<file path="config.mk">
export PLATFORM = sky130hd
export DESIGN_NAME = fpadd_pipe_flat
export DESIGN_NICKNAME = d
export VERILOG_FILES = /design/src/rtl/fpadd_pipe_if.sv /design/src/rtl/fpadd_pipe.sv /design/src/flat_wrapper.sv
export SDC_FILE = /design/constraint.sdc
export NUM_CORES = 1
export LEC_CHECK = 0
export CAP_MARGIN = 0
export CORE_ASPECT_RATIO = 1.25
export CORE_UTILIZATION = 30
export DETAILED_ROUTE_END_ITERATION = 8
export MAX_ROUTING_LAYER = met4
export PLACE_DENSITY = 0.47
export SYNTH_ARGS = -nofsm -noshare
export SYNTH_HDL_FRONTEND = slang
export SYNTH_SLANG_ARGS = --single-unit
</file>
<file path="constraint.sdc">
create_clock -name clk -period 12.6 [get_ports clk]
set_input_delay 2.52 -clock clk [delete_from_list [all_inputs] [get_ports clk]]
set_output_delay 2.52 -clock clk [all_outputs]
set_load 0.05 [all_outputs]
</file>
<file path="src/rtl/fpadd_pipe_if.sv">
// Handshake bus for the pipelined FP add/sub unit: operand issue side and
// result/flag writeback side.
interface fpadd_pipe_if #(
    parameter int EXP_W = 8,
    parameter int MAN_W = 23
);
    localparam int W = 1 + EXP_W + MAN_W;

    logic         in_valid;
    logic         in_ready;
    logic         op_sub;
    logic [W-1:0] reg_A;
    logic [W-1:0] reg_B;
    logic         out_valid;
    logic         out_ready;
    logic [W-1:0] result;
    logic         flag_ovf;
    logic         flag_unf;
    logic         flag_inv;

    modport master (
        output in_valid, op_sub, reg_A, reg_B, out_ready,
        input  in_ready, out_valid, result, flag_ovf, flag_unf, flag_inv
    );

    modport slave (
        input  in_valid, op_sub, reg_A, reg_B, out_ready,
        output in_ready, out_valid, result, flag_ovf, flag_unf, flag_inv
    );
endinterface

</file>
<file path="src/rtl/fpadd_pipe.sv">
// Fully pipelined floating-point add/subtract with round-to-nearest-even,
// special-value handling and exception flags. Operands are registered on
// acceptance, then pass through align (S1), add/normalise (S2) and
// round/pack (S3); the whole pipe stalls as one when the consumer backs up.
module fpadd_pipe #(
    parameter int EXP_W = 8,
    parameter int MAN_W = 23
) (
    input logic          clk,
    input logic          reset,
    fpadd_pipe_if.slave  bus
);
    localparam int W    = 1 + EXP_W + MAN_W;
    localparam int AW   = MAN_W + 4;           // hidden + mantissa + G/R/S
    localparam int XW   = EXP_W + 2;           // signed working exponent
    localparam int LZ_W = $clog2(MAN_W + 5);
    localparam logic signed [XW-1:0] EMAX = XW'((1 << EXP_W) - 1);

    typedef enum logic [1:0] {SP_NONE, SP_NAN, SP_INF, SP_ZERO} special_t;

    logic advance;

    // input capture
    logic         v0, sub0;
    logic [W-1:0] a0, b0;

    // S1 combinational
    logic             sa, sb, za, zb, ia, ib, na, nb, a_big, s_big, z_small;
    logic [EXP_W-1:0] ea, eb, e_big, e_small, d;
    logic [MAN_W-1:0] fa, fb, f_big, f_small;
    logic [W-2:0]     mag_a, mag_b;
    logic [MAN_W:0]   m_small;
    logic [2*AW-1:0]  wide, sh;
    logic [AW-1:0]    al_small;
    special_t         sp_c;
    logic             sgn_c, inv_c;

    // S1 registers
    logic             v1, sub1, sgn1, inv1;
    special_t         sp1;
    logic [EXP_W-1:0] e1;
    logic [AW-1:0]    mb1, ms1;

    // S2 combinational
    logic [AW:0]      sum;
    logic [LZ_W-1:0]  lz;
    logic [AW-1:0]    norm_c;
    logic [XW-1:0]    x_c;

    // S2 registers
    logic                 v2, sgn2, inv2;
    special_t             sp2;
    logic signed [XW-1:0] x2;
    logic [AW-1:0]        n2;

    // S3 combinational
    logic                 up, ovf_c, unf_c;
    logic [MAN_W+1:0]     mr;
    logic [MAN_W-1:0]     frac;
    logic signed [XW-1:0] xr;
    logic [W-1:0]         res_c;

    assign advance      = !bus.out_valid || bus.out_ready;
    assign bus.in_ready = reset || advance;

    // S1: unpack, classify, order by magnitude, align the smaller operand, decide specials
    always_comb begin
        sa = a0[W-1];
        sb = b0[W-1] ^ sub0;
        ea = a0[W-2:MAN_W];
        eb = b0[W-2:MAN_W];
        fa = a0[MAN_W-1:0];
        fb = b0[MAN_W-1:0];
        za = (ea == '0);
        zb = (eb == '0);
        ia = (ea == '1) && (fa == '0);
        ib = (eb == '1) && (fb == '0);
        na = (ea == '1) && (fa != '0);
        nb = (eb == '1) && (fb != '0);
        // denormals collapse to zero before the magnitude compare
        mag_a = za ? '0 : a0[W-2:0];
        mag_b = zb ? '0 : b0[W-2:0];
        a_big   = (mag_a >= mag_b);
        s_big   = a_big ? sa : sb;
        e_big   = a_big ? mag_a[W-2:MAN_W] : mag_b[W-2:MAN_W];
        e_small = a_big ? mag_b[W-2:MAN_W] : mag_a[W-2:MAN_W];
        f_big   = a_big ? fa : fb;
        f_small = a_big ? fb : fa;
        z_small = a_big ? zb : za;
        m_small = z_small ? '0 : {1'b1, f_small};
        d       = e_big - e_small;
        wide    = {m_small, 3'b000, {AW{1'b0}}};
        sh      = wide >> d;
        if (32'(d) >= 32'(MAN_W + 3)) begin
            al_small = {{(AW-1){1'b0}}, |m_small};
        end else begin
            al_small = {sh[2*AW-1:AW+1], sh[AW] | (|sh[AW-1:0])};
        end

        sp_c  = SP_NONE;
        sgn_c = s_big;
        inv_c = 1'b0;
        if (na || nb || (ia && ib && (sa != sb))) begin
            sp_c  = SP_NAN;
            sgn_c = 1'b0;
            inv_c = 1'b1;
        end else if (ia || ib) begin
            sp_c  = SP_INF;
            sgn_c = ia ? sa : sb;
        end else if (za && zb) begin
            sp_c  = SP_ZERO;
            sgn_c = sa && sb;
        end else if ((mag_a == mag_b) && (sa != sb)) begin
            sp_c  = SP_ZERO;
            sgn_c = 1'b0;
        end
    end

    // S2: mantissa add/subtract, then normalise with exponent adjust
    always_comb begin
        sum = sub1 ? ({1'b0, mb1} - {1'b0, ms1}) : ({1'b0, mb1} + {1'b0, ms1});
        lz  = '0;
        for (int unsigned i = 0; i < AW; i++) begin
            if (sum[i]) lz = LZ_W'(AW - 1 - i);
        end
        if (sum[AW]) begin
            norm_c = {sum[AW:2], sum[1] | sum[0]};
            x_c    = {2'b00, e1} + XW'(1);
        end else begin
            norm_c = sum[AW-1:0] << lz;
            x_c    = {2'b00, e1} - XW'(lz);
        end
    end

    // S3: round to nearest even, range check, pack
    always_comb begin
        up    = n2[2] && (n2[1] || n2[0] || n2[3]);
        mr    = {1'b0, n2[AW-1:3]} + (MAN_W+2)'(up);
        frac  = mr[MAN_W+1] ? mr[MAN_W:1] : mr[MAN_W-1:0];
        xr    = mr[MAN_W+1] ? (x2 + XW'(1)) : x2;
        ovf_c = 1'b0;
        unf_c = 1'b0;
        res_c = '0;
        case (sp2)
            SP_NAN:  res_c = {1'b0, {EXP_W{1'b1}}, 1'b1, {(MAN_W-1){1'b0}}};
            SP_INF:  res_c = {sgn2, {EXP_W{1'b1}}, {MAN_W{1'b0}}};
            SP_ZERO: res_c = {sgn2, {(W-1){1'b0}}};
            default: begin
                if (xr >= EMAX) begin
                    res_c = {sgn2, {EXP_W{1'b1}}, {MAN_W{1'b0}}};
                    ovf_c = 1'b1;
                end else if (xr[XW-1] || (xr == '0)) begin
                    res_c = {sgn2, {(W-1){1'b0}}};
                    unf_c = 1'b1;
                end else begin
                    res_c = {sgn2, xr[EXP_W-1:0], frac};
                end
            end
        endcase
    end

    // valid chain and output register; the whole pipe moves only on advance
    always_ff @(posedge clk) begin
        if (reset) begin
            v0            <= 1'b0;
            v1            <= 1'b0;
            v2            <= 1'b0;
            bus.out_valid <= 1'b0;
            bus.result    <= '0;
            bus.flag_ovf  <= 1'b0;
            bus.flag_unf  <= 1'b0;
            bus.flag_inv  <= 1'b0;
        end else if (advance) begin
            v0            <= bus.in_valid;
            v1            <= v0;
            v2            <= v1;
            bus.out_valid <= v2;
            bus.result    <= res_c;
            bus.flag_ovf  <= ovf_c;
            bus.flag_unf  <= unf_c;
            bus.flag_inv  <= inv2;
        end
    end

    // datapath stage registers; contents are don't-care behind a cleared valid
    always_ff @(posedge clk) begin
        if (advance) begin
            a0   <= bus.reg_A;
            b0   <= bus.reg_B;
            sub0 <= bus.op_sub;
            sub1 <= (sa != sb);
            sgn1 <= sgn_c;
            inv1 <= inv_c;
            sp1  <= sp_c;
            e1   <= e_big;
            mb1  <= {1'b1, f_big, 3'b000};
            ms1  <= al_small;
            sgn2 <= sgn1;
            inv2 <= inv1;
            sp2  <= sp1;
            x2   <= x_c;
            n2   <= norm_c;
        end
    end
endmodule

</file>
<file path="src/flat_wrapper.sv">
// flat-port wrapper written by rule: the top's interface ports become plain ports
module fpadd_pipe_flat 
#(
    parameter int EXP_W = 8,
    parameter int MAN_W = 23
)
  (clk, reset, bus_in_valid, bus_op_sub, bus_reg_A, bus_reg_B, bus_out_ready, bus_in_ready, bus_out_valid, bus_result, bus_flag_ovf, bus_flag_unf, bus_flag_inv);
  fpadd_pipe_if #(.EXP_W(EXP_W), .MAN_W(MAN_W)) bus_i ();
  input logic clk;
  input logic reset;
  input wire logic [$bits(bus_i.in_valid)-1:0] bus_in_valid;
  input wire logic [$bits(bus_i.op_sub)-1:0] bus_op_sub;
  input wire logic [$bits(bus_i.reg_A)-1:0] bus_reg_A;
  input wire logic [$bits(bus_i.reg_B)-1:0] bus_reg_B;
  input wire logic [$bits(bus_i.out_ready)-1:0] bus_out_ready;
  output wire logic [$bits(bus_i.in_ready)-1:0] bus_in_ready;
  output wire logic [$bits(bus_i.out_valid)-1:0] bus_out_valid;
  output wire logic [$bits(bus_i.result)-1:0] bus_result;
  output wire logic [$bits(bus_i.flag_ovf)-1:0] bus_flag_ovf;
  output wire logic [$bits(bus_i.flag_unf)-1:0] bus_flag_unf;
  output wire logic [$bits(bus_i.flag_inv)-1:0] bus_flag_inv;
  assign bus_i.in_valid = bus_in_valid;
  assign bus_i.op_sub = bus_op_sub;
  assign bus_i.reg_A = bus_reg_A;
  assign bus_i.reg_B = bus_reg_B;
  assign bus_i.out_ready = bus_out_ready;
  assign bus_in_ready = bus_i.in_ready;
  assign bus_out_valid = bus_i.out_valid;
  assign bus_result = bus_i.result;
  assign bus_flag_ovf = bus_i.flag_ovf;
  assign bus_flag_unf = bus_i.flag_unf;
  assign bus_flag_inv = bus_i.flag_inv;
  fpadd_pipe #(.EXP_W(EXP_W), .MAN_W(MAN_W)) u_core (.clk(clk), .reset(reset), .bus(bus_i));
endmodule
</file>
# Word-level counts from Yosys, hierarchy flattened

Index checks and enable logic that the tools add are counted.

RAM bits: 0
Logic and storage cells: 134
Input bits: 69
Flip-flop bits (word level): 208
Memory bits (read-only): 0
Memories: 0
Output and inout port bits: 37
Bits in latches: 0

Shift-type cells: 2
Divide/modulo/power cells: 0
Reductions and logical operators: 29
Bitwise operators: 3
Order comparisons: 3
Add/subtract/negate cells: 7
Mux-type cells: 58
Multipliers: 0
Eq/ne operators: 7

Operators with widths:

| operator                                                        | count |
|---|---|
| 5-bit 2-to-1 mux                                                | 27 |
| 31-bit 2-to-1 mux                                               | 4 |
| 32-bit case mux with 3 select lines                             | 1 |
| 23-bit 2-to-1 mux                                               | 3 |
| 54-bit by 8-bit right shift with 54-bit output                  | 1 |
| 23-bit zero test                                                | 2 |
| 23-bit nonzero test                                             | 2 |
| 31-bit == test                                                  | 1 |
| 31-bit >= comparator                                            | 1 |
| 27-bit by 27-bit adder with 28-bit output                       | 1 |
| 28-bit 2-to-1 mux                                               | 1 |
| 27-bit by 27-bit subtractor with 28-bit output                  | 1 |
| 27-bit OR reduction                                             | 1 |
| 27-bit by 5-bit << shifter with 27-bit output                   | 1 |
| 26-bit 2-to-1 mux                                               | 1 |
| 24-bit by 1-bit adder with 25-bit output                        | 1 |
| 24-bit 2-to-1 mux                                               | 1 |
| 24-bit OR reduction                                             | 1 |
| 10-bit 2-to-1 mux                                               | 2 |
| 8-bit == test, second input constant                            | 2 |
| 8-bit zero test                                                 | 2 |
| 8-bit 2-to-1 mux                                                | 2 |
| 1-bit 2-to-1 mux                                                | 13 |
| 10-bit by 2-bit adder with 10-bit output, second input constant | 1 |
| 16 further kinds                                                | 36 |

# Depth between registers and ports, before layout

Word-level depth: 31
Gate-level depth with buffers: 29
Depth with buffers taken out: 25

# Worst setup path before layout

Ideal clock, no wire load.

Path type: input to register
Start point: input port bus_out_ready
End point: register u_core.a0[0], enable pin
Library setup time: 0.599 ns
Path slack: 4.499 ns
Arrival: 7.502 ns
Path buffers: 1
Stages on the path: 3
Data required time: 12.001 ns
Cell sequence: nor2b_1 -> inv_1 -> clkbuf_1

Cells in the longest elaborated chain, start to end: 1

RTL lines:

| element                | RTL line           | RTL |
|---|---|---|
| start: declaration     | flat_wrapper.sv:15 | `input wire logic [$bits(bus_i.out_ready)-1:0] bus_out_ready;` |
| 1-bit logical OR       | fpadd_pipe.sv:63   | `assign advance = !bus.out_valid \|\| bus.out_ready;` |
| via u_core.advance     | fpadd_pipe.sv:21   | `logic advance;` |
| end signal: assignment | fpadd_pipe.sv:188  | `a0 <= bus.reg_A;` |
| end: declaration       | fpadd_pipe.sv:25   | `logic [W-1:0] a0, b0;` |

The timed path passes the listed nets, and every way through them passes these cells.
A chain may end at the register's enable or synchronous reset.

# Worst setup path after layout

Start point: input port bus_out_ready
End point: output port bus_in_ready

Cells in the longest elaborated chain, start to end: 2

RTL lines:

| element          | RTL line           | RTL |
|---|---|---|
| 1-bit logical OR | fpadd_pipe.sv:63   |  |
| 1-bit logical OR | fpadd_pipe.sv:64   | `assign bus.in_ready = reset \|\| advance;` |
| end: declaration | flat_wrapper.sv:16 | `output wire logic [$bits(bus_i.in_ready)-1:0] bus_in_ready;` |

No other way between the ends.

==> results.yml <==
logic_synthesis:
  synth-main-ff-cell: "edfxtp_1"
  synthMuxAreaShare: 0.0813
  synth-edff-count: 169
  ys_seq_elements: 208
  async_flop_share: 0
  yosys.area_share.adder: 0.0724
  syn_nets: 2066
  syn_inst: 1901
  synth_compound_area_frac: 0.206
  postSynthAreaPerCell_um2: 8.84
  yosysSeqAreaShare: 0.348
  synth_area_um2: 16800
  yosys_warnings: 0
  synth_xor_area_frac: 0.0322
  synthSimpleGateAreaFrac: 0.211
  synth_cell_type_count: 102
  synth_top_family_by_area: "simple AND/OR/NAND/NOR gates"
placed_design:
  gp_congestion: 0.922
  place_area_um2: 18500
  placedCellCount: 2662
  dpl.hpwl_um: 41700
  numPortBuffers: 105
floorplanning:
  chipWidth_um: 214
  core_area_um2: 55100
  initial_core_util: 0.305
  die_h_um: 267
  ioPinCount: 106
  rows: 96
  dieArea_um2: 57000
timing:
  setup_viol: 0
  min_period_ns: 7.25
  slew_violations: 0
  clock.fmax_mhz: 138
  worst_pin_slew_ns: 1.07
  timing.final.crit_share: 0.575
  grt_setup_unrepaired: "false"
  finalHoldViolCount: 0
  relSlewSlack: 0.289
  setup_tns_ns: 0
  skew_ns: 0.0234
  holdWs_ns: 0.429
critical_path:
  critPathLaunch: "bus_out_ready"
  worstSetupEndpoint: "bus_in_ready"
  crit_path_max_fanout: 52
  worst_ep_arrival_time_ns: 4.73
  r2r-start: "u_core.a0[28]"
  worstRegToRegCells: 18
  worst_setup_path_end_kind: "primary output"
  ff2ff_setup_slack_ns: 5.38
  required_ns: 10.08
  cp-start-kind: "input port"
  worstSetupPathType: "in2out"
  rr_endpoint: "u_core.ms1[0]"
global_routing:
  antenna_found_initial: 0
  grt_pass1_wl_um: 82500
  track_usage: 0.190
  grt_max_degree: 69
  first_global_vias: 14600
  grt_overflow: 0
detailed_routing:
  wl_um: 53000
  vias_per_cell: 5.47
  drc: 0
  num_vias: 14800
  wl_per_cell_um: 19.6
  firstDrtPassIters: 5
  postRouteAntennaNets: 0
  drt_iter0_markers: 1048
finish:
  final_area_um2: 19300
  area_delta_synth_final_pct: 15.0
  final_cells: 2709
  fillerInstances: 5687
  drive_gt1_frac: 0.0755
  diodes: 0
  final_common_cell: "nand2_1"
  layout_common_cells: "nand2_1, edfxtp_1, nor2_1"
  num-nets-final: 2120
clocking:
  cts_resized: 0
  clock_latency_ns: 0.56
  cts_made_buffers: 26
  cts_tree: "built"
  clock-sinks: 208
  cts-root-buf: "clkbuf_16"
  clockBufferDepth: 3
  hold_buffers: 0
  cts_max_level: 1
  path_clk_slew_ns: 0.06
  cts_post_setup_buffers_inserted: 0
run:
  cap_violations: 0
status:
  status: "finished clean"
pwr:
  p_per_area_nw_per_um2: 169
  leakagePower_nw: 7.30
  ir_worst_vdd_uv: 93.3
worst_hold_path:
  hold_path_class: "reg2reg"
state kept, by name (all words and copies together) (netlist names), 2 cells and up:
name	flops
u_core.sp1	2
u_core.bus.result	32
u_core.ms1	27
u_core.b0	32
u_core.sp2	2
u_core.a0	32
u_core.n2	27
u_core.x2	10
u_core.e1	8
u_core.mb1	23
area by class of cell:
class / instances / area, um2 / area share
well taps: 735 / 920 / 0.0476
flip-flops and latches: 208 / 5860 / 0.303
clock buffers: 31 / 669 / 0.0347
repair buffers: 127 / 1220 / 0.0630
clock inverters: 16 / 123 / 0.00635
inverters: 102 / 388 / 0.0201
multi-input cells: 1490 / 10100 / 0.525
report_power, final:
group          total [mW]  switching [mW]  internal [mW]
clock network       0.693           0.294          0.399
logic                1.57           0.998          0.573
registers            1.01           0.113          0.895
total                3.27            1.40           1.87
per-stage QoR:
step | utilization | power (mW) | setup WS, ns
2_1_floorplan | - | 2.10 | 4.50
3_3_place_gp | 0.336 | 2.57 | 5.34
3_5_place_dp | 0.336 | 2.58 | 5.31
4_1_cts | 0.350 | 3.29 | 5.31
5_1_grt | 0.350 | 3.48 | 4.92
6_report | 0.350 | 3.27 | 5.35
routing by layer:
| layer | up-vias | routed length [um] | track usage |
|---|---|---|---|
| met5 | - | 0 | - |
| met2 | 377 | 27400 | 0.341 |
| met3 | 135 | 1790 | 0.0199 |
| li1 | 7250 | - | - |
| met4 | 0 | 2690 | 0.0959 |
| met1 | 7045 | 21100 | 0.206 |
kinds of logic after synthesis:
family | count (synthesis)
fa+ha+maj | 96
flops | 208
xor+xnor | 61
mux | 107
buf+inv | 203
simple gates | 726
compound gates | 500
worst min path at each step:
stage,depth (start not counted),from,to
after global routing,0,u_core.sgn1,u_core.sgn2
after floorplan,0,u_core.inv1,u_core.inv2
after detailed placement,0,u_core.sp1[0],u_core.sp2[0]
after global placement,0,u_core.sgn1,u_core.sgn2
after CTS,0,u_core.sp1[0],u_core.sp2[0]
final,0,u_core.inv1,u_core.inv2
worst max-delay path, cell delays in order:
cell and delay, ns:
clkdlybuf4s50_1 0.45, nor2b_1 0.04, buf_4 0.19, inv_6 0.33, nor2_1 0.08, buf_4 0.24, inv_1 0.07, clkdlybuf4s50_1 0.79
synthesized netlist by cell type (39+ instances only):
| master | count | area share |
|---|---|---|
| nor3_1 | 53 | 0.016 |
| a21oi_1 | 116 | 0.035 |
| edfxtp_1 | 169 | 0.30 |
| ha_1 | 94 | 0.070 |
| mux2i_1 | 69 | 0.041 |
| nand3_1 | 57 | 0.017 |
| inv_1 | 98 | 0.022 |
| dfxtp_1 | 39 | 0.046 |
| clkbuf_1 | 74 | 0.017 |
| o21ai_0 | 95 | 0.028 |
| nor2_1 | 134 | 0.030 |
| nand2_1 | 257 | 0.057 |
No activity file was read; power rests on OpenSTA's default activity.
